===== config.mk =====
export PLATFORM = sky130hd
export DESIGN_NAME = alu_muldiv
export DESIGN_NICKNAME = d
export VERILOG_FILES = /design/src/rtl/alu_muldiv.sv
export SDC_FILE = /design/constraint.sdc
export NUM_CORES = 1
export LEC_CHECK = 0
export BUFFER_PORTS_ARGS = -buffer_cell sky130_fd_sc_hd__buf_4
export CORE_MARGIN = 8
export CORE_UTILIZATION = 57
export DETAILED_ROUTE_END_ITERATION = 8
export GPL_TIMING_DRIVEN = 0
export MAX_ROUTING_LAYER = met4
export PLACE_DENSITY = 0.81
export SYNTH_ARGS = -nofsm -noshare
export SYNTH_HDL_FRONTEND = slang
export SYNTH_SLANG_ARGS = --single-unit

===== constraint.sdc =====
create_clock -name clk -period 5.6 [get_ports clk]
set_input_delay 0.84 -clock clk [delete_from_list [all_inputs] [get_ports clk]]
set_output_delay 0.84 -clock clk [all_outputs]
set_load 0.005 [all_outputs]

===== src/rtl/alu_muldiv.sv =====
// -----------------------------------------------------------------------------
// alu_muldiv -- execute-stage ALU with an iterative multiply/divide unit.
//
// The ALU path is purely combinational. The multiply/divide unit retires one
// bit per clock over WIDTH RUN cycles and writes HI/LO on the edge into DONE.
// The hazard unit stalls on md_busy, so HI/LO reads while busy see old values.
//
// Ports
//   clk, reset_n         rising-edge clock, asynchronous active-low reset
//   srca, srcb           operands (dividend/multiplicand, divisor/multiplier)
//   alucontrol           combinational op select
//   aluout, zero         combinational result and (aluout == 0)
//   overflow             signed overflow of ADD/SUB, else 0
//   md_start, md_op      start a muldiv op (MULT/MULTU/DIV/DIVU/MTHI/MTLO)
//   md_flush             abort any in-flight muldiv op
//   md_busy, md_done     iterative op running / one-cycle HI/LO-updated pulse
//   hi, lo               HI/LO registers
// -----------------------------------------------------------------------------
module alu_muldiv #(
  parameter int WIDTH = 32
) (
  input  logic             clk,
  input  logic             reset_n,
  input  logic [WIDTH-1:0] srca,
  input  logic [WIDTH-1:0] srcb,
  input  logic [3:0]       alucontrol,
  output logic [WIDTH-1:0] aluout,
  output logic             zero,
  output logic             overflow,
  input  logic             md_start,
  input  logic [2:0]       md_op,
  input  logic             md_flush,
  output logic             md_busy,
  output logic             md_done,
  output logic [WIDTH-1:0] hi,
  output logic [WIDTH-1:0] lo
);

  localparam int CW = $clog2(WIDTH);

  typedef enum logic [1:0] {S_IDLE, S_RUN, S_DONE} state_t;

  // ---------------------------------------------------------------- ALU
  logic [WIDTH-1:0] w_sum, w_diff;
  assign w_sum  = srca + srcb;
  assign w_diff = srca - srcb;

  // NOTE: every output gets a default first, so no path through the case
  // leaves a variable unassigned and no latch is inferred.
  always_comb begin
    aluout   = '0;
    overflow = 1'b0;
    case (alucontrol)
      4'b0000: aluout = srca & srcb;
      4'b0001: aluout = srca | srcb;
      4'b0010: begin
        aluout   = w_sum;
        overflow = (srca[WIDTH-1] == srcb[WIDTH-1]) && (w_sum[WIDTH-1] != srca[WIDTH-1]);
      end
      4'b0011: aluout = srca ^ srcb;
      4'b0100: aluout = srca & ~srcb;
      4'b0101: aluout = srca | ~srcb;
      4'b0110: begin
        aluout   = w_diff;
        overflow = (srca[WIDTH-1] != srcb[WIDTH-1]) && (w_diff[WIDTH-1] != srca[WIDTH-1]);
      end
      4'b0111: aluout = {{(WIDTH-1){1'b0}}, ($signed(srca) < $signed(srcb))};
      4'b1000: aluout = {{(WIDTH-1){1'b0}}, (srca < srcb)};
      4'b1001: aluout = ~(srca | srcb);
      4'b1010: aluout = hi;
      4'b1011: aluout = lo;
      default: aluout = '0;
    endcase
  end

  assign zero = (aluout == '0);

  // ---------------------------------------------------------------- MULDIV
  state_t           r_state;
  logic [CW-1:0]    r_cnt;
  logic             r_busy, r_done;
  logic [WIDTH-1:0] r_hi, r_lo;
  logic             r_is_div;   // 1: divide, 0: multiply
  logic [WIDTH-1:0] r_acc;      // product high half / partial remainder
  logic [WIDTH-1:0] r_q;        // multiplier shifting out / quotient shifting in
  logic [WIDTH-1:0] r_opnd;     // multiplicand / divisor magnitude
  logic             r_neg_q;    // negate product or quotient at the end
  logic             r_neg_r;    // negate remainder (dividend was negative)
  logic             r_div0;     // divisor was zero

  // Both units work on magnitudes; signed ops just fold in a final negate.
  logic             w_signed, w_a_neg, w_b_neg;
  logic [WIDTH-1:0] w_a_mag, w_b_mag;
  assign w_signed = ~md_op[0];
  assign w_a_neg  = w_signed & srca[WIDTH-1];
  assign w_b_neg  = w_signed & srcb[WIDTH-1];
  assign w_a_mag  = w_a_neg ? -srca : srca;
  assign w_b_mag  = w_b_neg ? -srcb : srcb;

  // Shift-add multiply step: conditionally add, then shift {acc,q} right.
  logic [WIDTH:0]   w_madd;
  logic [WIDTH-1:0] w_mul_acc, w_mul_q;
  assign w_madd    = {1'b0, r_acc} + (r_q[0] ? {1'b0, r_opnd} : {(WIDTH+1){1'b0}});
  assign w_mul_acc = w_madd[WIDTH:1];
  assign w_mul_q   = {w_madd[0], r_q[WIDTH-1:1]};

  // Restoring divide step: shift in next dividend bit, keep the difference
  // if it did not go negative (bit WIDTH of the difference is the borrow).
  logic [WIDTH:0]   w_dshift, w_dsub;
  logic             w_dge;
  logic [WIDTH-1:0] w_div_acc, w_div_q;
  assign w_dshift  = {r_acc, r_q[WIDTH-1]};
  assign w_dsub    = w_dshift - {1'b0, r_opnd};
  assign w_dge     = ~w_dsub[WIDTH];
  assign w_div_acc = w_dge ? w_dsub[WIDTH-1:0] : w_dshift[WIDTH-1:0];
  assign w_div_q   = {r_q[WIDTH-2:0], w_dge};

  logic [WIDTH-1:0] w_nx_acc, w_nx_q;
  assign w_nx_acc = r_is_div ? w_div_acc : w_mul_acc;
  assign w_nx_q   = r_is_div ? w_div_q   : w_mul_q;

  // Final sign fix-up, applied to the last step's result on the edge into DONE.
  // Divide by zero leaves the shifted-in dividend magnitude in acc, so the
  // remainder fix-up alone reproduces the dividend in HI; only LO is forced.
  logic [2*WIDTH-1:0] w_prod, w_prod_s;
  logic [WIDTH-1:0]   w_quo, w_rem, w_fin_hi, w_fin_lo;
  assign w_prod   = {w_nx_acc, w_nx_q};
  assign w_prod_s = r_neg_q ? -w_prod : w_prod;
  assign w_quo    = r_div0 ? {WIDTH{1'b1}} : (r_neg_q ? -w_nx_q : w_nx_q);
  assign w_rem    = r_neg_r ? -w_nx_acc : w_nx_acc;
  assign w_fin_hi = r_is_div ? w_rem : w_prod_s[2*WIDTH-1:WIDTH];
  assign w_fin_lo = r_is_div ? w_quo : w_prod_s[WIDTH-1:0];

  // NOTE: sequential state uses non-blocking assignments only, so every flop
  // samples pre-edge values regardless of statement order.
  always_ff @(posedge clk or negedge reset_n) begin
    if (!reset_n) begin
      r_state  <= S_IDLE;
      r_cnt    <= '0;
      r_busy   <= 1'b0;
      r_done   <= 1'b0;
      r_hi     <= '0;
      r_lo     <= '0;
      r_is_div <= 1'b0;
      r_acc    <= '0;
      r_q      <= '0;
      r_opnd   <= '0;
      r_neg_q  <= 1'b0;
      r_neg_r  <= 1'b0;
      r_div0   <= 1'b0;
    end else begin
      r_done <= 1'b0;
      if (md_flush) begin
        // Flush beats a same-cycle start; HI/LO are left untouched.
        r_state <= S_IDLE;
        r_busy  <= 1'b0;
        r_cnt   <= '0;
      end else begin
        case (r_state)
          S_IDLE, S_DONE: begin
            r_state <= S_IDLE;
            if (md_start && !md_op[2]) begin
              r_state  <= S_RUN;
              r_busy   <= 1'b1;
              r_cnt    <= '0;
              r_is_div <= md_op[1];
              r_acc    <= '0;
              r_q      <= w_a_mag;
              r_opnd   <= w_b_mag;
              r_neg_q  <= w_a_neg ^ w_b_neg;
              r_neg_r  <= w_a_neg;
              r_div0   <= md_op[1] && (srcb == '0);
            end else if (md_start && md_op == 3'b100) begin
              r_hi <= srca;
            end else if (md_start && md_op == 3'b101) begin
              r_lo <= srca;
            end
          end
          S_RUN: begin
            r_acc <= w_nx_acc;
            r_q   <= w_nx_q;
            r_cnt <= r_cnt + 1'b1;
            if (r_cnt == CW'(WIDTH-1)) begin
              r_hi    <= w_fin_hi;
              r_lo    <= w_fin_lo;
              r_state <= S_DONE;
              r_busy  <= 1'b0;
              r_done  <= 1'b1;
              r_cnt   <= '0;
            end
          end
          default: r_state <= S_IDLE;
        endcase
      end
    end
  end

  assign md_busy = r_busy;
  assign md_done = r_done;
  assign hi      = r_hi;
  assign lo      = r_lo;

endmodule


==> impl_results.md <==
* Utilization after layout at 0.667
* Worst path required time at 4.76 ns
* Post-DR wirelength/cell at 28.2 µm
* Period utilisation layout at 1.04
* Cell Chain, Critical Path: buf_12 -> inv_4 -> ha_4 -> fa_2 -> o21bai_4 -> a21oi_4 -> o211ai_4 -> a311oi_4 -> nor4b_4 -> o41ai_4 -> o311ai_2 -> a311o_1 -> a41oi_4 -> a311o_1 -> or4b_4 -> nor4_4 -> and3b_1 -> buf_4
* Final setup TNS at -0.358 ns
* Seq/Total Area, Yosys at 0.195
* CP max stage cell: or4b_4
* Pre-CTS WS at -1.67 ns
* EDFF count, synth at 0
* CP max stage delay at 0.60 ns
* Syn avg cell area at 7.34 µm²
* Critical path arrival at 4.98 ns
* Root Buffer: clkbuf_16
* CTS Buf Count at 17
* Critical path type: in2out
* Setup violators final at 4
* Die area at 45500 µm²
* Status: complete, but fails checks
* Synth warnings at 0
* Die height at 213 µm
* Top cells by area, synth: dfrtp_1 20%, ha_1 11%, o21ai_0 6.1%
* Via count at 27052
* Tot GR Track Use at 0.471
* Max VDD drop at 0.250 mV
* Routed WL at 107000 µm
* Clock Sinks at 173
* Ports at 175
* Core Area at 38600 µm²
* RD Place Congestion at 1.13
* DRT antenna net count at 0
* Worst Hold Class: in2async
* Drt first pass iters at 8
* CP Capture Type: output pin
* Initial DRC Count at 4375
* DRC at 0
* Tightest Pin Transition at 1.58 ns
* Initial Util at 0.575
* Fin nets at 3525
* RSZ-0062 raised after global routing: yes
* Worst setup margin at -0.218 ns
* Crit path depth at 18
* Violated checks: max-capacitance violations, max-slew violations, negative setup slack
* Fmax at 0.172 GHz
* Clock Path Buffers at 2
* Startpoint types: input port
* Cell Area, Synth at 22200 µm²
* # Max-Cap Violations at 2
* Clk slew on worst S/H paths at 0.07 ns
* Power Dens Cells at 433 nW/µm²
* Hpwl dp at 82300 µm
* Latest clock arrival within the worst-skew pair at 0.47 ns
* Worst rel slew slack at -0.0554
* Dominant synthesized flop cell: dfrtp_1
* CP bufs+invs at 3
* Final Max Slew Viols at 11
* Vias per cell at 7.14
* Largest net degree at the start of global routing at 106
* Leak at 11.0 nW
* I/O Buffers at 171
* Synth Net Count at 3298
* Seq cells post-synth at 173
* Largest area contributor in the netlist: dfrtp_1
* Chip width at 213 µm
* TritonCTS clock tree: built
* Mapped Cells at 3023
* Crit path max-delay family: compound AO/OA/AOI/OAI gates
* Row count at 72
* Antenna violations before repair at 6
* Htree depth at 4
* Final Hold Fails at 0
* Most frequent CP cell: a311o_1
* Worst Clk Skew at 0.0172 ns
* FILL cells at 3381
* Global-route wire length before repair at 158000 µm
* Crit-path max FO at 3
* Area Growth Syn to Fin at 16.0%
* Ys async rst share at 1.00
* R2R depth at 19
* Share of the synthesized area in the top cell type at 0.195
* Post-synth cell types at 108
* Vias in the first global route at 26247
* Share of cells above drive strength 1 at 0.146
* Total grt overflow at 0
* Tmin final at 5.82 ns
report_power, final:
group          total [W]  internal, W  switching [W]
sequential       0.00226      0.00163       0.000630
clock            0.00122     0.000635       0.000588
combinational    0.00767      0.00278        0.00489
layer usage:
metal,wire [µm],track usage,vias to the layer above
li1,-,-,11501
met1,37100,0.542,12497
met2,45300,0.698,2404
met3,14000,0.118,650
met4,10600,0.367,0
met5,0,-,-
final timing paths:
kind | startpoint | to | slack [ns]
min in group clk | r_opnd[5] | r_opnd[5] | 0.50
hold / removal | reset_n | lo[5] | 0.31
hold reg to reg | r_opnd[5] | r_opnd[5] | 0.50
max in group asynchronous | reset_n | lo[28] | 4.28
setup / recovery | srca[0] | zero | -0.22
setup reg to reg | r_q[31] | hi[23] | -0.13
registers in the layout, indices dropped and copies added (netlist names):
signal    flops
r_div0        1
md_done       1
r_neg_q       1
r_acc        32
r_is_div      1
r_state       2
hi           32
md_busy       1
r_neg_r       1
r_opnd       32
r_q          32
lo           32
r_cnt         5
final cells by class:
class / instances / area (µm²) / share of cell area
well taps: 518 / 648 / 0.0252
clock buffers: 19 / 443 / 0.0172
multi-input cells: 2503 / 17000 / 0.662
diodes: 6 / 15.0 / 0.000583
flip-flops and latches: 173 / 4330 / 0.168
inverters: 168 / 664 / 0.0258
plain buffers: 172 / 757 / 0.0294
clock inverters: 13 / 130 / 0.00506
repair buffers: 215 / 1700 / 0.0662
metrics by stage:
stage / power, W / instances / hold WS, ns / instance area, µm²
after floorplan: 0.00666 / 3023 / 0.463 / 22200
after global placement: 0.00893 / 3712 / 0.480 / 24100
after detailed placement: 0.00908 / 3713 / 0.491 / 24100
after CTS: 0.0105 / 3772 / 0.345 / 25500
after global routing: 0.0116 / 3787 / 0.368 / 25700
final: 0.0112 / 3787 / 0.315 / 25700
what timing repair did:
action	in CTS	in global routing
hold buffers	0	0
buffers inserted	32	11
setup endpoints to repair	59	25
endpoints found under the hold margin	0	0
resized for setup	120	43
pin swaps	44	14
cell usage in the layout, fill, tap and decap left out, types with 27 or more instances in the layout:
cell	count
o211ai_1	42
mux2i_1	28
a21oi_1	213
xnor2_1	117
clkbuf_1	121
a21o_1	36
xor2_1	72
dfrtp_1	172
inv_1	148
ha_1	182
o22ai_1	27
a31oi_1	68
nand3_1	101
nor3_1	62
o21ai_1	36
nor2_1	234
buf_4	211
o21ai_0	267
nand4_1	43
nand2_1	348
and2_1	46
a22oi_1	30
cells by family (layout without fill, tap and decap cells):
group	after synthesis	after routing	share of synthesized area
AO/OA/AOI/OAI	1040	1040	0.309
AND/OR/NAND/NOR	1028	1028	0.223
buffers and inverters	347	587	0.0621
adder cells (fa/ha/maj)	200	200	0.114
XOR/XNOR	189	189	0.0746
flip-flops	173	173	0.195
multiplexers	46	46	0.0218
other	0	6	0
synth_stat cells (all sizes together) (14+ instances only):
library cell / n
a211oi: 26
a21o: 36
a21oi: 224
a221oi: 15
a22oi: 30
a311oi: 16
a31o: 15
a31oi: 73
and2: 46
and3: 27
buf: 41
clkbuf: 138
dfrtp: 173
ha: 196
inv: 165
mux2: 18
mux2i: 28
nand2: 351
nand2b: 22
nand3: 105
nand4: 43
nor2: 236
nor2b: 20
nor3: 69
nor3b: 14
nor4: 19
o2111ai: 15
o211ai: 44
o21a: 22
o21ai: 306
o21bai: 23
o22ai: 29
o31ai: 23
or3: 26
xnor2: 117
xor2: 72
Note: power is estimated with default switching activity, not from simulation.
